### src/rtl/stopwatch_ctrl.sv
// stopwatch_ctrl
//
// Run/pause/clear sequencer for a 4-digit BCD stopwatch counter. It conditions three raw
// active-low keys (start/stop, lap, clear) with a 2-flop synchronizer and a saturating
// debouncer. It divides the clock into count ticks and runs a four-state FSM. The FSM drives
// the counter's enable and clear strobes and a display-hold flag.
//
// Parameters
//   TICK_DIV    clock cycles per count tick (>= 2)
//   DEB_CYCLES  consecutive synchronized-low cycles needed to accept a press (>= 1)
//
// Ports
//   Clock        in   system clock, rising edge
//   Resetn       in   asynchronous active-low reset
//   StartStop_n  in   raw start/stop key, active-low, asynchronous
//   Lap_n        in   raw lap key, active-low, asynchronous
//   Clear_n      in   raw clear key, active-low, asynchronous
//   AtMax        in   counter currently holds 9999
//   CntEn        out  one-cycle count-enable strobe (registered)
//   CntClr       out  one-cycle synchronous clear strobe (registered)
//   Hold         out  freeze the display latch; the counter keeps running
//   State        out  00 IDLE, 01 RUN, 10 PAUSE, 11 DONE (registered)

module stopwatch_ctrl #(
  parameter int unsigned TICK_DIV   = 500000,
  parameter int unsigned DEB_CYCLES = 250000
) (
  input  logic       Clock,
  input  logic       Resetn,
  input  logic       StartStop_n,
  input  logic       Lap_n,
  input  logic       Clear_n,
  input  logic       AtMax,
  output logic       CntEn,
  output logic       CntClr,
  output logic       Hold,
  output logic [1:0] State
);

  localparam int unsigned PreW = (TICK_DIV > 1) ? $clog2(TICK_DIV) : 1;
  localparam int unsigned DebW = $clog2(DEB_CYCLES + 1);

  localparam logic [PreW-1:0] PreMax = PreW'(TICK_DIV - 1);
  localparam logic [DebW-1:0] DebMax = DebW'(DEB_CYCLES);

  localparam int unsigned KeyStart = 0;
  localparam int unsigned KeyLap   = 1;
  localparam int unsigned KeyClr   = 2;

  typedef enum logic [1:0] {
    StIdle  = 2'b00,
    StRun   = 2'b01,
    StPause = 2'b10,
    StDone  = 2'b11
  } state_e;

  // ---------------------------------------------------------------------------
  // Key conditioning
  // ---------------------------------------------------------------------------
  logic [2:0] key_raw;
  logic [2:0] sync1_q;
  logic [2:0] sync2_q;
  logic [2:0] press;

  assign key_raw = {Clear_n, Lap_n, StartStop_n};

  // Synchronizers reset to the released (high) level so reset never looks like a press.
  always_ff @(posedge Clock or negedge Resetn) begin
    if (!Resetn) begin
      sync1_q <= 3'b111;
      sync2_q <= 3'b111;
    end else begin
      sync1_q <= key_raw;
      sync2_q <= sync1_q;
    end
  end

  for (genvar i = 0; i < 3; i++) begin : g_key
    logic [DebW-1:0] cnt_q;
    logic [DebW-1:0] cnt_d;
    logic            press_q;

    // Count synchronized-low cycles, saturate at DebMax, and drop to zero on any high cycle.
    always_comb begin
      if (sync2_q[i]) begin
        cnt_d = '0;
      end else if (cnt_q == DebMax) begin
        cnt_d = cnt_q;
      end else begin
        cnt_d = cnt_q + DebW'(1);
      end
    end

    // The pulse rises together with the counter's first arrival at DebMax. Saturation
    // suppresses any repeat while the key stays held.
    always_ff @(posedge Clock or negedge Resetn) begin
      if (!Resetn) begin
        cnt_q   <= '0;
        press_q <= 1'b0;
      end else begin
        cnt_q   <= cnt_d;
        press_q <= (cnt_d == DebMax) && (cnt_q != DebMax);
      end
    end

    assign press[i] = press_q;
  end

  logic start_p;
  logic lap_p;
  logic clr_p;

  assign start_p = press[KeyStart];
  assign lap_p   = press[KeyLap];
  assign clr_p   = press[KeyClr];

  // ---------------------------------------------------------------------------
  // Prescaler and run-control FSM
  // ---------------------------------------------------------------------------
  state_e          state_q;
  logic [PreW-1:0] pre_q;
  logic            hold_q;
  logic            cnt_en_q;
  logic            cnt_clr_q;
  logic            tick;

  assign tick = (state_q == StRun) && (pre_q == PreMax);

  always_ff @(posedge Clock or negedge Resetn) begin
    if (!Resetn) begin
      state_q   <= StIdle;
      pre_q     <= '0;
      hold_q    <= 1'b0;
      cnt_en_q  <= 1'b0;
      cnt_clr_q <= 1'b0;
    end else begin
      cnt_en_q  <= 1'b0;
      cnt_clr_q <= 1'b0;

      // Prescaler advances only in RUN; it simply holds in PAUSE so a resume finishes the
      // interrupted tick period.
      if (state_q == StRun) begin
        pre_q <= tick ? '0 : pre_q + PreW'(1);
      end

      if (lap_p && (state_q == StRun || state_q == StPause)) begin
        hold_q <= ~hold_q;
      end

      case (state_q)
        StIdle: begin
          if (start_p) begin
            state_q   <= StRun;
            pre_q     <= '0;
            cnt_clr_q <= clr_p;
          end else if (clr_p) begin
            cnt_clr_q <= 1'b1;
          end
        end

        StRun: begin
          // A stop press still honours a coincident tick, but never enters DONE.
          if (start_p) begin
            state_q  <= StPause;
            cnt_en_q <= tick && !AtMax;
          end else if (tick) begin
            if (AtMax) begin
              state_q <= StDone;
            end else begin
              cnt_en_q <= 1'b1;
            end
          end
        end

        StPause: begin
          if (clr_p) begin
            state_q   <= StIdle;
            cnt_clr_q <= 1'b1;
            hold_q    <= 1'b0;
          end else if (start_p) begin
            state_q <= StRun;
          end
        end

        StDone: begin
          if (clr_p) begin
            state_q   <= StIdle;
            cnt_clr_q <= 1'b1;
            hold_q    <= 1'b0;
          end
        end

        default: begin
          state_q <= StIdle;
          hold_q  <= 1'b0;
        end
      endcase
    end
  end

  assign CntEn  = cnt_en_q;
  assign CntClr = cnt_clr_q;
  assign Hold   = hold_q;
  assign State  = state_q;

endmodule
### config.mk
export PLATFORM = sky130hd
export DESIGN_NAME = stopwatch_ctrl
export DESIGN_NICKNAME = d
export VERILOG_FILES = /design/src/rtl/stopwatch_ctrl.sv
export SDC_FILE = /design/constraint.sdc
export NUM_CORES = 1
export LEC_CHECK = 0
export CELL_PAD_IN_SITES_DETAIL_PLACEMENT = 0
export CELL_PAD_IN_SITES_GLOBAL_PLACEMENT = 2
export CORE_MARGIN = 2
export CORE_UTILIZATION = 36
export DETAILED_ROUTE_END_ITERATION = 12
export MAX_ROUTING_LAYER = met4
export PLACE_DENSITY = 0.87
export SYNTH_ARGS = -nofsm -noshare
export SYNTH_HDL_FRONTEND = slang
export SYNTH_SLANG_ARGS = --single-unit
### constraint.sdc
create_clock -name Clock -period 1.94 [get_ports Clock]
set_input_delay 0.388 -clock Clock [delete_from_list [all_inputs] [get_ports Clock]]
set_output_delay 0.388 -clock Clock [all_outputs]
set_load 0.02 [all_outputs]
==> run metrics, run 1 <==
Achievable Freq between 0.5 and 0.6 GHz; CTS root buffer clkbuf_16; Remaining DRCs 0; multi-input combinational cell area 2780 µm²; Util after Layout 0.513; Port Buffers 10; main flop type after synthesis dfrtp_1; vias in the first global route roughly 4000; post-route setup slack -0.0157 ns; TritonCTS Buffers 9; CTS Buffer Depth 2; crit start category flip-flop; Tot Pwr 0.00398 W; CTS H-tree lvls 3; pre-CTS setup slack -0.0630 ns; Initial Utilization 0.372; type of the worst min-delay path input pin to async pin; Antenna Nets Post-Route 0; row count 41; fillers 1196; FF-to-FF setup slack -0.02 ns; vias per cell 4.98; Syn Inst Count about 500; final wirelength 11000 µm; overall routing resource usage 0.166; clock share of power 0.477; detailed-route via count 3980; most common cell after layout, fill and taps aside buf_4; post-synth top area cell dfrtp_1; Critical Path AT 2.18 ns; P&R area growth vs syn 38.0%; Clock Latency Late Sink 0.35 ns; sw frac 0.222; gpl congestion between 0.8 and 0.9; fin crit share 1.01; Die H 119 µm; HPWL Detailed 7530 µm; CP Capture Type flip-flop; Avg Inst Size Synth about 9 µm²; first-pass GRT wire length between 15000 and 20000 µm; Power Density 607 nW/µm²; largest net degree at the start of global routing 36; endpoints failing setup 11; IO Pins 11; Comb pwr share 0.051; MaxCap Viol Count 0; final hold violation count 3; area fraction of the dominant cell type after synthesis 0.427; Crit Path Max Fanout 5; Max Slew Vio Count 0; failing checks negative hold slack, negative setup slack; outcome complete, but fails checks; Diodes inserted 0; static leakage roughly 2.7 nW; Sw Pwr 0.000883 W; Worst VDD drop 0.000362 V; Cell Area, Synth 4750 µm²; Slew Limit Headroom 0.678; Synth Warn # 0; Syn Nets 530; fraction of layout cells with a size suffix above 1 0.320; ys async rst share 1.00; initial antenna violation count 0; Core Box Area 12800 µm²; TritonRoute pass-1 iters 4; CTS tree done; die width 119 µm; sequential cell fraction of total power 0.472; Synth Register Bits 87; nets@finish roughly 640; wire per inst 13.7 µm; Hold Slack -0.00803 ns; drt initial violations between 200 and 250; Tmin final approximately 2.0 ns; Seq/Total Area, Yosys 0.460; worst clock skew 0.00612 ns; Int Power 0.00310 W; RSZ-0062 raised after global routing true; most frequent cells in the layout buf_4 (100), dfrtp_1 (77), nor2_1 (76); CTS Sinks 87; number of flops mapped to enable cells by yosys 0; remaining global-route overflow 0; CP required 2.17 ns; Clk pin slew, worst setup/hold paths approximately 0.070 ns; die area 14100 µm²; Reg area about 2200 µm²; main area contributors after synthesis dfrtp_1 (43%), nor2_1 (7.7%), xor2_1 (6.6%); Crit Path Class flip-flop to flip-flop; Distinct cells, synth 56; Slew @ Worst Pin 0.482 ns
==> worst paths after layout <==
kind	endpoint	from	cells past startpoint
max in group asynchronous	sync2_q[1]$_DFF_PN1_	Resetn	2
worst min register to register	sync2_q[1]$_DFF_PN1_	sync1_q[1]$_DFF_PN1_	0
worst max register to register	pre_q[16]$_DFF_PN0_	pre_q[7]$_DFF_PN0_	7
min in group Clock	sync2_q[1]$_DFF_PN1_	sync1_q[1]$_DFF_PN1_	0
worst min-delay path	pre_q[13]$_DFF_PN0_	Resetn	1
worst max-delay path	pre_q[16]$_DFF_PN0_	pre_q[7]$_DFF_PN0_	7
==> registers in the layout (all words and copies together), names as in the netlist <==
name and count:
pre_q 19, Hold 1, CntClr 1, sync2_q 3, CntEn 1, State 2, clr_p 1, sync1_q 3
g_key.cnt_q 54, g_key.press_q 2
==> stage by stage <==
| step | std cells | instance area (µm²) | hold WS, ns | TNS (ns) |
|---|---|---|---|---|
| after floorplan | 512 | 4770 | 0.0924 | -0.0113 |
| after global placement | 766 | 5710 | 0.346 | -0.0208 |
| after detailed placement | 766 | 5710 | 0.348 | -0.174 |
| after CTS | 788 | 6130 | 0.0114 | -0.0257 |
| after global routing | 800 | 6560 | 0.0256 | -1.99 |
| final | 800 | 6560 | -0.00803 | -0.0850 |
==> power by group through the flow <==
stage | Clock (W) | Combinational (W) | Sequential (W)
final | 0.00190 | 0.000204 | 0.00188
after global routing | 0.00203 | 0.000230 | 0.00188
after CTS | 0.00195 | 0.000206 | 0.00188
after detailed placement | 0 | 0.000201 | 0.00191
after global placement | 0 | 0.000193 | 0.00191
after floorplan | 0 | 0.0000813 | 0.00190
==> timing repair <==
action | 4_1_cts | 5_1_grt
hold buffers | 0 | 0
endpoints found under the setup margin | 7 | 30
setup buffers | 6 | 9
gates cloned | 0 | 3
resized for setup | 12 | 72
pin swaps | 8 | 35
==> area by class of cell <==
type / instances / area share
sequential: 87 / 0.334
timing repair buffer: 116 / 0.147
inverter: 21 / 0.0120
clock buffer: 11 / 0.0370
tap: 172 / 0.0328
clock inverter: 5 / 0.0124
multi-input combinational: 388 / 0.425
==> cell usage after synthesis, types with 5 or more instances <==
| library cell | number |
|---|---|
| dfstp_2 | 6 |
| nor3_1 | 16 |
| o21ai_0 | 6 |
| inv_1 | 21 |
| a21oi_1 | 15 |
| or4_1 | 5 |
| dfrtp_1 | 81 |
| nand3b_1 | 6 |
| nor2_1 | 97 |
| clkbuf_1 | 11 |
| xnor2_1 | 32 |
| and3_1 | 6 |
| mux2i_1 | 6 |
| ha_1 | 12 |
| nand4_1 | 20 |
| xor2_1 | 36 |
| nor4_1 | 9 |
| nand3_1 | 30 |
| nand2_1 | 38 |
==> cells by family (layout without fill, tap and decap cells) <==
| kind of cell | Yosys count | count (layout) | share of synthesized area |
|---|---|---|---|
| compound gates | 41 | 41 | 0.0569 |
| xor+xnor | 68 | 68 | 0.125 |
| fa+ha+maj | 12 | 12 | 0.0316 |
| buf+inv | 37 | 153 | 0.0298 |
| flops | 87 | 87 | 0.460 |
| mux | 7 | 7 | 0.0150 |
| simple gates | 260 | 260 | 0.281 |
==> layer usage <==
layer  global-route usage  part of all wire
met5                    -                 0
met4               0.0603             0.023
met3               0.0321             0.021
met2                0.247              0.46
met1                0.227              0.49
==> critical path: stages (launching register included) <==
cell and delay [ns]:
dfrtp_1 0.38, or4_4 0.55, nor4_4 0.22, and3b_2 0.25, nand2_2 0.08, nand2_4 0.13
clkbuf_16 0.18, nor2_4 0.03
(Power assumes the default switching activity.)
==> inputs of run 2 (changes only) <==
--- a/config.mk
+++ b/config.mk
@@ -12,6 +12,8 @@
 export DETAILED_ROUTE_END_ITERATION = 12
 export MAX_ROUTING_LAYER = met4
 export PLACE_DENSITY = 0.87
+export RECOVER_POWER = 100
+export SLEW_MARGIN = 20
 export SYNTH_ARGS = -nofsm -noshare
 export SYNTH_HDL_FRONTEND = slang
 export SYNTH_SLANG_ARGS = --single-unit
==> run 2 against run 1 <==
The flow finishes with violations (negative setup slack). Sequential share of layout area rose by 0.31 points. Global-route usage did not move. Via count fell by 0.15%. Critical endpoint unchanged.
==> run metrics, run 2 (synthesis gave the netlist of run 1 again) <==
outcome complete, but fails checks; failing checks negative setup slack; RSZ-0062 raised after global routing true; Int Power 0.00309 W (-0.36%); remaining global-route overflow 0 (unchanged); Die H 119 µm (unchanged); Power Density 611 nW/µm² (+0.53%); CTS tree done; R2R depth 7 (unchanged); Initial Utilization 0.372 (unchanged); CTS Buffer Depth 2 (unchanged); Tmin final 1.95 ns (-0.00340 ns); max reg flops 54 (unchanged); vias per cell 4.97 (-0.15%); CTS H-tree lvls 3 (unchanged); Crit Path Class flip-flop to flip-flop; placed cell count 766 (unchanged); first-pass GRT wire length 18700 µm (unchanged); sequential cell fraction of total power 0.474 (+0.002); gpl congestion 0.839 (unchanged); Sw Pwr 0.000878 W (-0.47%); fraction of layout cells with a size suffix above 1 0.303 (-0.0175); final hold violation count 0 (-3); Buffers & Inverters on Critical Path 1 (unchanged); overall routing resource usage 0.166 (unchanged); CTS Hold Bufs 0 (unchanged); initial antenna violation count 0 (unchanged); Critical Path AT 2.18 ns (about the same); cell area after layout 6490 µm² (-0.92%); HPWL Detailed 7530 µm (unchanged); fin crit share 1.01 (-0.00175); Slowest-stage cell, CP or4_4; Antenna Nets Post-Route 0 (unchanged); clock share of power 0.478 (about the same); IO Pins 11 (unchanged); sw frac 0.221 (about the same); Comb pwr share 0.048 (-0.003); Slew Limit Headroom 0.404 (-0.275); CP Capture Type flip-flop; dpl cell area 5710 µm² (unchanged); crit path cell chain or4_4 > nor4_4 > and3b_2 > nand2_2 > nand2_4 > clkbuf_16 > nor2_4; Crit Path Max Fanout 5 (unchanged); Core Box Area 12800 µm² (unchanged); type of the worst min-delay path input pin to async pin; Slew @ Worst Pin 0.895 ns (+0.412 ns); Max Slew Vio Count 0 (unchanged); row count 41 (unchanged); Achievable Freq 0.512 GHz (+0.17%); wire per inst 13.7 µm (about the same); Port Buffers 10 (unchanged); nets@finish 641 (unchanged); largest net degree at the start of global routing 36 (unchanged); Tot Pwr 0.00397 W (-0.39%); delay-heaviest family, CP simple AND/OR/NAND/NOR gates; TritonRoute pass-1 iters 4 (unchanged); CTS root buffer clkbuf_16; post-route setup slack -0.0123 ns (+0.00340 ns); Clock Latency Late Sink 0.34 ns (about the same); detailed-route via count 3974 (-0.15%); TritonCTS Buffers 9 (unchanged); Diodes inserted 0 (unchanged); die width 119 µm (unchanged); drt initial violations 258 (+11%); worst clock skew 0.00552 ns (-0.000603 ns); final wirelength 11000 µm (about the same); vias in the first global route 3982 (unchanged); most common cell after layout, fill and taps aside buf_4; die area 14100 µm² (unchanged); Worst VDD drop 0.000361 V (-0.12%); MaxCap Viol Count 0 (unchanged); Clk pin slew, worst setup/hold paths 0.06 ns (about the same); largest registers g_key.cnt_q: 54 flops, pre_q: 19 flops; endpoints failing setup 10 (-1); Biggest register g_key.cnt_q; CTS Sinks 87 (unchanged); fin cells 800 (unchanged); CP max stage delay 0.55 ns (about the same); Remaining DRCs 0 (unchanged); static leakage 2.70 nW (-1.1%); CP required 2.17 ns (about the same); most frequent cells in the layout buf_4 (89), dfrtp_1 (77), nor2_1 (76); crit start category flip-flop; P&R area growth vs syn 36.7%; WP depth 7 (unchanged)
## run 2: worst paths after layout
path	startpoint	endpoint	slack [ns]
setup / recovery	pre_q[7]$_DFF_PN0_	pre_q[16]$_DFF_PN0_	-0.01
hold / removal	Resetn	pre_q[13]$_DFF_PN0_	0.15
setup reg to reg	pre_q[7]$_DFF_PN0_	pre_q[16]$_DFF_PN0_	-0.01
hold reg to reg	sync1_q[1]$_DFF_PN1_	sync2_q[1]$_DFF_PN1_	0.36
max in group asynchronous	Resetn	g_key[0].cnt_q[7]$_DFF_PN0_	0.61
min in group Clock	sync1_q[1]$_DFF_PN1_	sync2_q[1]$_DFF_PN1_	0.36
## run 2: metal layers
metal,track usage,vias to the layer above,part of all wire
li1,-,1994,-
met1,0.227,1918,0.49
met2,0.247,40,0.47
met3,0.0321,22,0.017
met4,0.0603,0,0.024
met5,-,-,0
## run 2: area by class of cell
type	count	area, µm²
Clock buffer	11	243
Clock inverter	5	81.3
Fill cell	1208	6280
Inverter	21	78.8
Multi-Input combinational cell	388	2770
Sequential cell	87	2190
Tap cell	172	215
Timing Repair Buffer	116	921
## run 2: power by group through the flow
stage	clock network (W)	registers [W]	logic [W]
2_1_floorplan	0	0.00190	0.0000813
3_3_place_gp	0	0.00191	0.000193
3_5_place_dp	0	0.00191	0.000201
4_1_cts	0.00195	0.00188	0.000206
5_1_grt	0.00203	0.00188	0.000218
6_report	0.00190	0.00188	0.000191
## run 2: what timing repair did
item,4_1_cts,5_1_grt
buffers inserted,6,9
pin swaps,8,35
resized for setup,12,72
setup endpoints to repair,7,30
cloned,0,3
## run 2: per-stage QoR
stage / util / TNS (ns) / hold slack [ns] / worst slack [ns]
4_1_cts: 0.480 / -0.0257 / 0.0114 / -0.0257
6_report: 0.508 / -0.0592 / 0.149 / -0.0123
3_3_place_gp: 0.447 / -0.0208 / 0.346 / -0.0208
5_1_grt: 0.508 / -2.06 / 0.230 / -0.105
3_5_place_dp: 0.447 / -0.174 / 0.348 / -0.0630
2_1_floorplan: - / -0.0113 / 0.0924 / -0.0113
==> inputs of run 3 (changes only) <==
--- a/config.mk
+++ b/config.mk
@@ -5,10 +5,11 @@
 export SDC_FILE = /design/constraint.sdc
 export NUM_CORES = 1
 export LEC_CHECK = 0
+export ABC_AREA = 1
 export CELL_PAD_IN_SITES_DETAIL_PLACEMENT = 0
 export CELL_PAD_IN_SITES_GLOBAL_PLACEMENT = 2
 export CORE_MARGIN = 2
-export CORE_UTILIZATION = 36
+export CORE_UTILIZATION = 33
 export DETAILED_ROUTE_END_ITERATION = 12
 export MAX_ROUTING_LAYER = met4
 export PLACE_DENSITY = 0.87
==> run 3 against run 2 <==
The run now ends clean. Clock-buffer cell count is the same. Via count grew 13%. Total power is essentially flat. Flip-flop and latch count is the same. First-iteration DRC count grew 13%. Wire length grew 7.6%. Die area grew 20%. Critical path type is now flip-flop to output pin. Highest routed layer unchanged.
==> run metrics, run 3 <==
Clk pin slew, worst setup/hold paths 0.06 ns (about the same); Core Box Area 15700 µm² (+23%); Diodes inserted 0 (unchanged); CTS Sinks 87 (unchanged); crit path cell chain clkdlybuf4s50_1; Crit Path Max Fanout 7 (+2); Critical Path AT 1.47 ns (-0.71 ns); HPWL Detailed 8710 µm (+16%); Synth Warn # 0 (unchanged); Slowest-stage cell, CP clkdlybuf4s50_1; Synth Register Bits 87 (unchanged); Power Density 666 nW/µm² (+9.0%); fillers 1658 (+37%); Avg Inst Size Synth 7.25 µm² (-22%); Reg area 2180 µm² (-0.23%); FF-to-FF setup slack 0.16 ns (+0.17 ns); multi-input combinational cell area 2590 µm² (-6.4%); wire per inst 12.2 µm (-11%); vias in the first global route 4355 (+9.4%); outcome finished, final reports clean; nets@finish 766 (+20%); Worst VDD drop 0.000460 V (+27%); Util after Layout 0.379 (-0.129); Hold EP sync2_q[2]$_DFF_PN1_; ys async rst share 1.00 (unchanged); Remaining DRCs 0 (unchanged); drt initial violations 292 (+13%); MaxCap Viol Count 0 (unchanged); fraction of layout cells with a size suffix above 1 0.0956 (-0.207); remaining global-route overflow 0 (unchanged); most common cell after layout, fill and taps aside nand2_1; Syn Inst Count 722 (+41%); count leader, synth nand2_1; post-synth top area cell dfrtp_1; R2R depth 9 (+2); Slew @ Worst Pin 0.769 ns (-0.126 ns); TritonRoute pass-1 iters 4 (unchanged); endpoints failing setup 0 (-10); largest net degree at the start of global routing 47 (+31%); Reg-to-Reg End g_key[1].press_q$_DFF_PN0_; die width 130 µm (+9.3%); first-pass GRT wire length 20300 µm (+8.7%); TritonCTS Buffers 9 (unchanged); worst clock skew 0.00637 ns (+0.000855 ns); CP Capture Type output pin; type of the worst min-delay path flip-flop to flip-flop; crit start category flip-flop; main flop type after synthesis dfrtp_1; final wirelength 11800 µm (+7.6%); setup TNS 0 ns (+0.0592 ns); CTS root buffer clkbuf_16; row count 46 (+12%); fin crit share 0.958 (-0.0479); Clock Latency Late Sink 0.35 ns (about the same); number of flops mapped to enable cells by yosys 0 (unchanged); hold path startpoint sync1_q[2]$_DFF_PN1_; CP required 1.55 ns (-0.62 ns); Die H 130 µm (+9.3%); Seq/Total Area, Yosys 0.417 (-0.0428); CTS tree done; static leakage 2.82 nW (+4.4%); IO Pins 11 (unchanged); initial antenna violation count 0 (unchanged); gpl congestion 0.813 (-3.1%); Initial Utilization 0.333 (-0.0386); most frequent cells in the layout nand2_1 (179), nor2_1 (141), inv_1 (97); max reg flops 54 (unchanged); top post-synthesis cells by count nand2_1 (173), nor2_1 (140), inv_1 (97); Buffers & Inverters on Critical Path 1 (unchanged); hold path cells 0; overall routing resource usage 0.157 (-0.00996); P&R area growth vs syn 13.8%; Syn Nets 740 (+40%); Setup Fix Bufs, Post-CTS 0 (-6); Tmin final 1.86 ns (-0.0930 ns); vias per cell 4.62 (-6.9%); Biggest register g_key.cnt_q; Slew Limit Headroom 0.488 (+0.0841); delay-heaviest family, CP buffers and inverters; largest registers g_key.cnt_q: 54 flops, pre_q: 19 flops; Antenna Nets Post-Route 0 (unchanged); final hold violation count 0 (unchanged); Max Slew Vio Count 0 (unchanged); Distinct cells, synth 34 (-39%); main area contributors after synthesis dfrtp_1 (39%), nand2_1 (12%), nor2_1 (10%); CP max stage delay 0.66 ns (+0.11 ns); CTS H-tree lvls 3 (unchanged); detailed-route via count 4480 (+13%); Crit Path Class flip-flop to output pin; CTS Buffer Depth 2 (unchanged); dpl cell area 5670 µm² (-0.70%); die area 16900 µm² (+20%); area fraction of the dominant cell type after synthesis 0.387 (-0.0397); Cell Area, Synth 5240 µm² (+10%); cell area after layout 5960 µm² (-8.2%); Port Buffers 10 (unchanged); R2R Path Start g_key[1].cnt_q[0]$_DFF_PN0_; RSZ-0062 raised after global routing false; Achievable Freq 0.538 GHz (+5.0%)
[run 3: cell types whose count changed after synthesis, sizes merged, moves of 5 or more]
cell	change
xnor2	-28
nand4	-6
a21oi	-9
nor2	+62
xor2	-19
nor4	-9
nand2	+146
clkbuf	-10
nand3	+40
mux2i	-6
inv	+80
o21ai	+11
or4	-5
[run 3: worst max-delay path by stage]
stage	from	to	cells after the start
floorplan	State[1]$_DFFE_PN0P_	pre_q[9]$_DFF_PN0_	9
global placement	g_key[1].cnt_q[0]$_DFF_PN0_	g_key[1].press_q$_DFF_PN0_	9
detailed placement	State[1]$_DFFE_PN0P_	pre_q[8]$_DFF_PN0_	9
CTS	State[0]$_DFFE_PN0P_	State[0]	1
global route	State[0]$_DFFE_PN0P_	State[0]	1
finish	State[0]$_DFFE_PN0P_	State[0]	1
[run 3: metal layers]
metal,GRT usage,wire (µm),share of wire,vias to the layer above
met4,0.0569,208,0.018,0
met2,0.256,5680,0.48,45
met3,0.0271,299,0.025,15
met1,0.195,5650,0.48,2114
li1,-,-,-,2306
met5,-,0,0,-
[run 3: cell type report]
class | instances | share of cell area
inverter | 101 | 0.0636
sequential | 87 | 0.367
clock buffer | 11 | 0.0424
timing repair buffer | 23 | 0.0340
multi-input combinational | 526 | 0.435
clock inverter | 5 | 0.0134
tap | 216 | 0.0453
[run 3: power by group]
group	internal, W	switching (W)	total [W]
registers	0.00184	0.0000165	0.00186
clock network	0.00120	0.000750	0.00195
logic	0.0000500	0.000114	0.000164
total	0.00309	0.000881	0.00397
[run 3: logic make-up (layout without fill, tap and decap cells)]
kind of cell    Yosys count  count (layout)  share of synthesized area
simple gates            461             461                      0.402
buf+inv                 109             140                     0.0824
flops                    87              87                      0.417
compound gates           32              32                     0.0344
xor+xnor                 21              21                     0.0351
fa+ha+maj                12              12                     0.0287
[run 3: what timing repair did]
| action | in CTS | in global routing |
|---|---|---|
| gates resized for setup | 0 | 5 |
| endpoints found under the setup margin | 0 | 5 |
| hold buffers | 1 | 0 |
| endpoints found under the hold margin | 23 | 0 |
[run 3: stage by stage]
step           std cells  hold WS [ns]  worst slack [ns]  total power (W)
2_1_floorplan        722        0.0924             0.207          0.00198
3_3_place_gp         952         0.347             0.233          0.00206
3_5_place_dp         952         0.347             0.176          0.00207
4_1_cts              969         0.356            0.0512          0.00404
5_1_grt              969         0.363          0.000461          0.00413
6_report             969         0.357            0.0807          0.00397
